<file path="src/rtl/axis_arb_pkg.sv">
// Shared types and width helpers for the round-robin AXI-Stream arbiter.
package axis_arb_pkg;

    typedef enum logic {
        IDLE  = 1'b0,
        GRANT = 1'b1
    } arb_state_e;

    function automatic int clog2(input int value);
        int result;
        result = 0;
        while ((1 << result) < value) begin
            result = result + 1;
        end
        return result;
    endfunction

    // Index width for n sources; a single source still needs one bit.
    function automatic int id_width(input int n);
        return (clog2(n) < 1) ? 1 : clog2(n);
    endfunction

endpackage

</file>
<file path="src/rtl/rr_priority_pick.sv">
// Combinational round-robin pick: first requester strictly after last_winner,
// searching upward with wrap-around (rotate, priority-encode, unrotate).
module rr_priority_pick
    import axis_arb_pkg::*;
#(
    parameter int NUM_SRC = 4,
    parameter int ID_W    = id_width(NUM_SRC)
) (
    input  logic [NUM_SRC-1:0] req,
    input  logic [ID_W-1:0]    last_winner,
    output logic [ID_W-1:0]    pick,
    output logic               any_req
);

    logic [2*NUM_SRC-1:0] req_dbl;
    logic [ID_W:0]        start_idx;
    logic [NUM_SRC-1:0]   rotated;
    int                   offset_v;
    int                   sum_v;

    assign req_dbl = {req, req};
    assign any_req = |req;

    always_comb begin
        if (int'(last_winner) >= NUM_SRC - 1) begin
            start_idx = '0;
        end else begin
            start_idx = {1'b0, last_winner} + (ID_W+1)'(1);
        end
    end

    // Bit k of the rotated vector is source (start_idx + k) mod NUM_SRC.
    assign rotated = req_dbl[start_idx +: NUM_SRC];

    always_comb begin
        offset_v = 0;
        for (int k = NUM_SRC - 1; k >= 0; k--) begin
            if (rotated[k]) begin
                offset_v = k;
            end
        end
        sum_v = int'(start_idx) + offset_v;
        if (sum_v >= NUM_SRC) begin
            sum_v = sum_v - NUM_SRC;
        end
        pick = ID_W'(sum_v);
    end

endmodule

</file>
<file path="src/rtl/axis_rr_arbiter.sv">
// Packet-aware round-robin arbiter sharing one AXI-Stream lane between
// NUM_SRC sources, with a registered, source-tagged output stage.
module axis_rr_arbiter
    import axis_arb_pkg::*;
#(
    parameter int DATA_WIDTH = 32,
    parameter int NUM_SRC    = 4,
    parameter int MAX_BEATS  = 256
) (
    input  logic                            axi_clk,
    input  logic                            axi_reset,
    input  logic [NUM_SRC-1:0]              s_axis_valid,
    input  logic [NUM_SRC*DATA_WIDTH-1:0]   s_axis_data,
    input  logic [NUM_SRC-1:0]              s_axis_last,
    output logic [NUM_SRC-1:0]              s_axis_ready,
    output logic                            m_axis_valid,
    output logic [DATA_WIDTH-1:0]           m_axis_data,
    output logic                            m_axis_last,
    output logic [id_width(NUM_SRC)-1:0]    m_axis_id,
    input  logic                            m_axis_ready,
    output logic                            busy
);

    localparam int ID_W  = id_width(NUM_SRC);
    localparam int CNT_W = clog2(MAX_BEATS + 1);

    arb_state_e            state_q, state_d;
    logic [ID_W-1:0]       grant_idx_q, grant_idx_d;
    logic [ID_W-1:0]       last_winner_q, last_winner_d;
    logic [CNT_W-1:0]      beat_cnt_q, beat_cnt_d;
    logic                  m_valid_q, m_valid_d;
    logic [DATA_WIDTH-1:0] m_data_q, m_data_d;
    logic                  m_last_q, m_last_d;
    logic [ID_W-1:0]       m_id_q, m_id_d;

    logic [DATA_WIDTH-1:0] src_data [NUM_SRC];
    logic [ID_W-1:0]       pick;
    logic                  any_req;
    logic                  out_free;
    logic                  sel_valid;
    logic                  sel_last;
    logic                  src_hs;
    logic                  load_last;

    rr_priority_pick #(
        .NUM_SRC (NUM_SRC),
        .ID_W    (ID_W)
    ) u_pick (
        .req         (s_axis_valid),
        .last_winner (last_winner_q),
        .pick        (pick),
        .any_req     (any_req)
    );

    assign out_free = !m_valid_q || m_axis_ready;

    generate
        for (genvar gi = 0; gi < NUM_SRC; gi++) begin : g_src
            assign src_data[gi]     = s_axis_data[gi*DATA_WIDTH +: DATA_WIDTH];
            assign s_axis_ready[gi] = (state_q == GRANT) && (grant_idx_q == ID_W'(gi)) && out_free;
        end
    endgenerate

    assign sel_valid = s_axis_valid[grant_idx_q];
    assign sel_last  = s_axis_last[grant_idx_q];
    assign src_hs    = (state_q == GRANT) && out_free && sel_valid;
    // The MAX_BEATS-th beat of a grant is forced to close it.
    assign load_last = sel_last || (beat_cnt_q == CNT_W'(MAX_BEATS - 1));

    always_comb begin
        state_d       = state_q;
        grant_idx_d   = grant_idx_q;
        last_winner_d = last_winner_q;
        beat_cnt_d    = beat_cnt_q;
        m_valid_d     = m_valid_q;
        m_data_d      = m_data_q;
        m_last_d      = m_last_q;
        m_id_d        = m_id_q;

        case (state_q)
            IDLE: begin
                if (any_req) begin
                    grant_idx_d   = pick;
                    last_winner_d = pick;
                    beat_cnt_d    = '0;
                    state_d       = GRANT;
                end
            end
            GRANT: begin
                if (src_hs) begin
                    beat_cnt_d = beat_cnt_q + CNT_W'(1);
                    if (load_last) begin
                        state_d = IDLE;
                    end
                end
            end
            default: state_d = IDLE;
        endcase

        if (src_hs) begin
            m_valid_d = 1'b1;
            m_data_d  = src_data[grant_idx_q];
            m_last_d  = load_last;
            m_id_d    = grant_idx_q;
        end else if (m_valid_q && m_axis_ready) begin
            m_valid_d = 1'b0;
        end
    end

    always_ff @(posedge axi_clk) begin
        if (axi_reset) begin
            state_q       <= IDLE;
            grant_idx_q   <= '0;
            last_winner_q <= ID_W'(NUM_SRC - 1);
            beat_cnt_q    <= '0;
            m_valid_q     <= 1'b0;
            m_data_q      <= '0;
            m_last_q      <= 1'b0;
            m_id_q        <= '0;
        end else begin
            state_q       <= state_d;
            grant_idx_q   <= grant_idx_d;
            last_winner_q <= last_winner_d;
            beat_cnt_q    <= beat_cnt_d;
            m_valid_q     <= m_valid_d;
            m_data_q      <= m_data_d;
            m_last_q      <= m_last_d;
            m_id_q        <= m_id_d;
        end
    end

    assign m_axis_valid = m_valid_q;
    assign m_axis_data  = m_data_q;
    assign m_axis_last  = m_last_q;
    assign m_axis_id    = m_id_q;
    assign busy         = (state_q == GRANT);

endmodule

</file>
<file path="config.mk">
export PLATFORM = sky130hd
export DESIGN_NAME = axis_rr_arbiter
export DESIGN_NICKNAME = d
export VERILOG_FILES = /design/src/rtl/axis_arb_pkg.sv /design/src/rtl/rr_priority_pick.sv /design/src/rtl/axis_rr_arbiter.sv
export SDC_FILE = /design/constraint.sdc
export NUM_CORES = 1
export LEC_CHECK = 0
export CAP_MARGIN = 20
export CORE_ASPECT_RATIO = 0.6
export CORE_MARGIN = 5
export CORE_UTILIZATION = 40
export CTS_CLUSTER_DIAMETER = 150
export CTS_CLUSTER_SIZE = 12
export DETAILED_ROUTE_END_ITERATION = 10
export PLACE_DENSITY = 0.95
export SYNTH_ARGS = -nofsm -noshare
export SYNTH_HDL_FRONTEND = slang
export SYNTH_HIERARCHICAL = 1
export SYNTH_SLANG_ARGS = --single-unit
</file>
<file path="constraint.sdc">
create_clock -name axi_clk -period 2.8 [get_ports axi_clk]
set_input_delay 0.56 -clock axi_clk [delete_from_list [all_inputs] [get_ports axi_clk]]
set_output_delay 0.56 -clock axi_clk [all_outputs]
set_load 0.02 [all_outputs]
</file>
==> results_tabular.tex <==
\begin{tabular}{lr}
\hline
Metric & Value \\
\hline
\multicolumn{2}{l}{\textbf{Status}} \\
Status & complete, no violations \\
\multicolumn{2}{l}{\textbf{Floorplan}} \\
Initial Util & 0.419 \\
Die X-Extent & 119 um \\
Die ar. & 8990 sq um \\
Vertical extent of the die & 75.5 um \\
Number of ports placed on the die boundary & 180 \\
Number of rows in the core area & 23 \\
Area of the core & 6820 sq um \\
\multicolumn{2}{l}{\textbf{CTS}} \\
Register clock-pin slew on the reported worst setup and hold paths & 0.06 ns \\
CTS Hold Bufs & 0 \\
Clock Path Buffers & 2 \\
Post-cts sizing count & 0 \\
TritonCTS clock tree & built \\
Clock latency of the later-clocked register in the worst-skew pair & 0.28 ns \\
Sinks on the clock net & 50 \\
Depth of the CTS H-tree & 2 \\
Number of CTS-inserted buffers & 5 \\
Root buffer cell & clkbuf\_16 \\
Post-CTS repair timing setup buffer count & 0 \\
\multicolumn{2}{l}{\textbf{Worst setup path}} \\
Critical Path Max Stage Delay & 0.62 ns \\
Critical path data required time & 2.24 ns \\
Crit-path slowest cell & clkdlybuf4s50\_1 \\
Kind of cell adding the most delay to the critical path & buffers and inverters \\
Critical path cell sequence & clkdlybuf4s50\_1, nand2b\_1, nand3\_1, nor2\_1, clkdlybuf4s50\_1 \\
Highest net fanout along the worst path & 3 \\
Most frequent cell on the critical path & clkdlybuf4s50\_1 \\
Number of buffers and inverters on the critical path & 2 \\
Data arrival, critical path & 2.06 ns \\
Crit start category & input port \\
CP endpoint kind & output pin \\
Type of the setup path with the least slack & in -> out \\
\multicolumn{2}{l}{\textbf{Layout}} \\
Top library cells by usage in the layout, fill and taps aside & 178 x clkdlybuf4s50\_1, 81 x nand2\_1, 48 x dfxtp\_1 \\
Synthesis-to-layout area growth & 71.2\% \\
Net total in the final layout & 620 \\
Ratio of cells with drive above 1 in the final layout & 0.117 \\
Final core utilization & 0.717 \\
Antenna cells & 0 \\
Post-layout instance count excluding filler cells & 566 \\
Leading cell type in the layout, fill and taps excluded & clkdlybuf4s50\_1 \\
\multicolumn{2}{l}{\textbf{Drt}} \\
Vias after detailed routing & 3,200 \\
DRC violation count after routing & 0 \\
Detailed-route wire length & 11,000 um \\
Length of the first detailed-routing pass in iterations & 5 \\
Remaining number of nets flagged by the antenna check after routing & 0 \\
Routed wirelength normalized by instance count & 19.5 um \\
Number of design-rule violations left by the first detailed-router iteration & 271 \\
Number of vias per cell after detailed routing & 5.65 \\
\multicolumn{2}{l}{\textbf{Flow run}} \\
Number of violations of the max-capacitance limit & 0 \\
\multicolumn{2}{l}{\textbf{Yosys}} \\
Fraction of registers with async set or reset after synthesis & 0 \\
Cell area after synthesis & 2860 sq um \\
Library cell with the largest summed area after synthesis & dfxtp\_1 \\
Synth Area in Adders & 0.0131 \\
Dominant combinational cell family by area after synthesis & multiplexers \\
Post-Synthesis Mean Instance Area & 9.28 sq um \\
Number of enable-type register cells in the synthesized netlist & 0 \\
Most frequently used flop master after synthesis & dfxtp\_1 \\
Share of the synthesized netlist area taken by xor and xnor gates & 0 \\
Sequential cell area fraction in the yosys report & 0.350 \\
Share of the synthesized area in the top cell type & 0.350 \\
Synthesized netlist net count & 450 \\
Number of flip-flops and latches in the synthesized netlist & 50 \\
Post-synthesis compound-gate area fraction & 0.128 \\
Number of cells produced by synthesis & 308 \\
Number of warning messages in the yosys log & 6 \\
Share of synthesized cell area in and, or, nand and nor gates & 0.190 \\
Multiplexer share of the synthesized area & 0.271 \\
Count of different cell masters after synthesis & 35 \\
Cell types with the largest area share after synthesis & dfxtp\_1 35\%, mux4\_2 27\%, nand2\_1 11\% \\
\multicolumn{2}{l}{\textbf{Pwr}} \\
Maximum vdd drop & 0.272 mV \\
Leakage power & 1.69 nW \\
Net switching component of the power & 681 uW \\
Comb pwr share & 0.354 \\
Ratio of total power to cell area & 479 nW/um\^{}2 \\
Fraction of power spent switching nets & 0.291 \\
Clk pwr share & 0.294 \\
Power Internal & 1.66 mW \\
Share of total power in sequential cells & 0.353 \\
\multicolumn{2}{l}{\textbf{Place}} \\
DPL Wire Length & 8640 um \\
Last weighted congestion value of the routability-driven placer & 0.890 \\
Placed Cells incl. Taps & 558 \\
Port buffer count & 179 \\
\multicolumn{2}{l}{\textbf{Worst hold path}} \\
Path class of the lowest-slack min-delay path & reg -> reg \\
\multicolumn{2}{l}{\textbf{STA}} \\
Min Hold Slack & 0.455 ns \\
Setup violation total in the final timing report & 0 \\
RSZ-0062 raised after global routing & no \\
Sum of negative setup slack & 0 ns \\
Worst slew margin relative to its limit & 0.571 \\
Fin Clk Skew & 0.00351 ns \\
Hold Violations, Final & 0 \\
Final critical-path share of the clock period & 0.936 \\
Number of pins exceeding their max-slew limit in the final report & 0 \\
Clock period minus final worst setup slack & 2.62 ns \\
Maximum clock frequency & 382 MHz \\
Transition time of the tightest slew-check pin & 0.643 ns \\
\multicolumn{2}{l}{\textbf{Global routing}} \\
Via count of the first global-routing pass & 3,348 \\
Total routing resource utilization after global routing & 0.245 \\
Initial antenna violation count & 0 \\
Maximum number of pins on one net before global-route repair & 35 \\
Overflow left after global routing & 0 \\
First-pass GRT wire length & 17,200 um \\
\hline
\end{tabular}
metrics by stage:
stage | total power, mW | setup WS, ns | area, sq um
2_1_floorplan | 1.26 | 0.731 | 2860
3_3_place_gp | 1.63 | 0.182 | 4720
3_5_place_dp | 1.66 | 0.171 | 4720
4_1_cts | 2.36 | 0.154 | 4890
5_1_grt | 2.46 | 0.0516 | 4890
6_report | 2.34 | 0.180 | 4890
power by group through the flow:
stage               clock, mW  combinational [mW]  sequential (mW)
floorplan                   0               0.382            0.879
finish                  0.687               0.828            0.826
global placement            0               0.792            0.837
global route            0.738               0.886            0.835
CTS                     0.701               0.828            0.826
detailed placement          0               0.821            0.841
cells by family (layout without fill, tap and decap cells):
logic type | count (synthesis) | in the layout
AOI/OAI and AO/OA | 64 | 64
muxes | 35 | 35
adders and majority gates | 3 | 3
buffers and inverters | 32 | 203
DFF | 50 | 50
and+or+nand+nor | 124 | 124
cell usage after synthesis (2+ instances only):
| library cell | n |
|---|---|
| nand2b_1 | 3 |
| nor2_1 | 8 |
| nand3b_1 | 2 |
| buf_1 | 4 |
| dfxtp_1 | 50 |
| a21o_1 | 2 |
| o31ai_1 | 2 |
| and3_1 | 4 |
| mux4_2 | 34 |
| o21ai_0 | 2 |
| or3_1 | 3 |
| clkbuf_1 | 12 |
| ha_1 | 3 |
| inv_1 | 6 |
| nand3_1 | 13 |
| a21oi_1 | 44 |
| nand2_1 | 81 |
| nand4_1 | 3 |
| buf_2 | 9 |
| nor3_1 | 3 |
| a31oi_1 | 5 |
| nand4b_1 | 2 |
flip-flops by register name, indices dropped and copies added (netlist names):
name	cells
last_winner_q	2
grant_idx_q	2
busy	1
m_axis_last	1
beat_cnt_q	9
m_axis_valid	1
m_axis_id	2
m_axis_data	32
layout make-up:
type	count	area (sq um)
clock inverter	3	43.8
sequential	50	1000
fill	485	1930
timing repair buffer	189	1860
inverter	6	22.5
clock buffer	5	125
tap	87	109
multi-input combinational	226	1730
tightest hold or removal path: stages (launching register included):
cell and delay [ns]:
dfxtp_1 0.31, nand2_1 0.05, a21oi_1 0.05
per-layer routing:
layer / wire, um / GRT usage
met5: 0 / 0
met2: 5660 / 0.459
met3: 1200 / 0.0950
met1: 3960 / 0.266
met4: 224 / 0.0680
path summary, 6_finish.rpt:
| check | startpoint | endpoint | slack, ns | cells after the start |
|---|---|---|---|---|
| setup reg to reg | grant_idx_q[1] | beat_cnt_q[2] | 0.87 | 5 |
| hold / removal | m_axis_data[14] | m_axis_data[14] | 0.46 | 2 |
| setup / recovery | m_axis_ready | s_axis_ready[3] | 0.18 | 5 |
| hold reg to reg | m_axis_data[14] | m_axis_data[14] | 0.46 | 2 |
No activity file was read; power rests on OpenSTA's default activity.
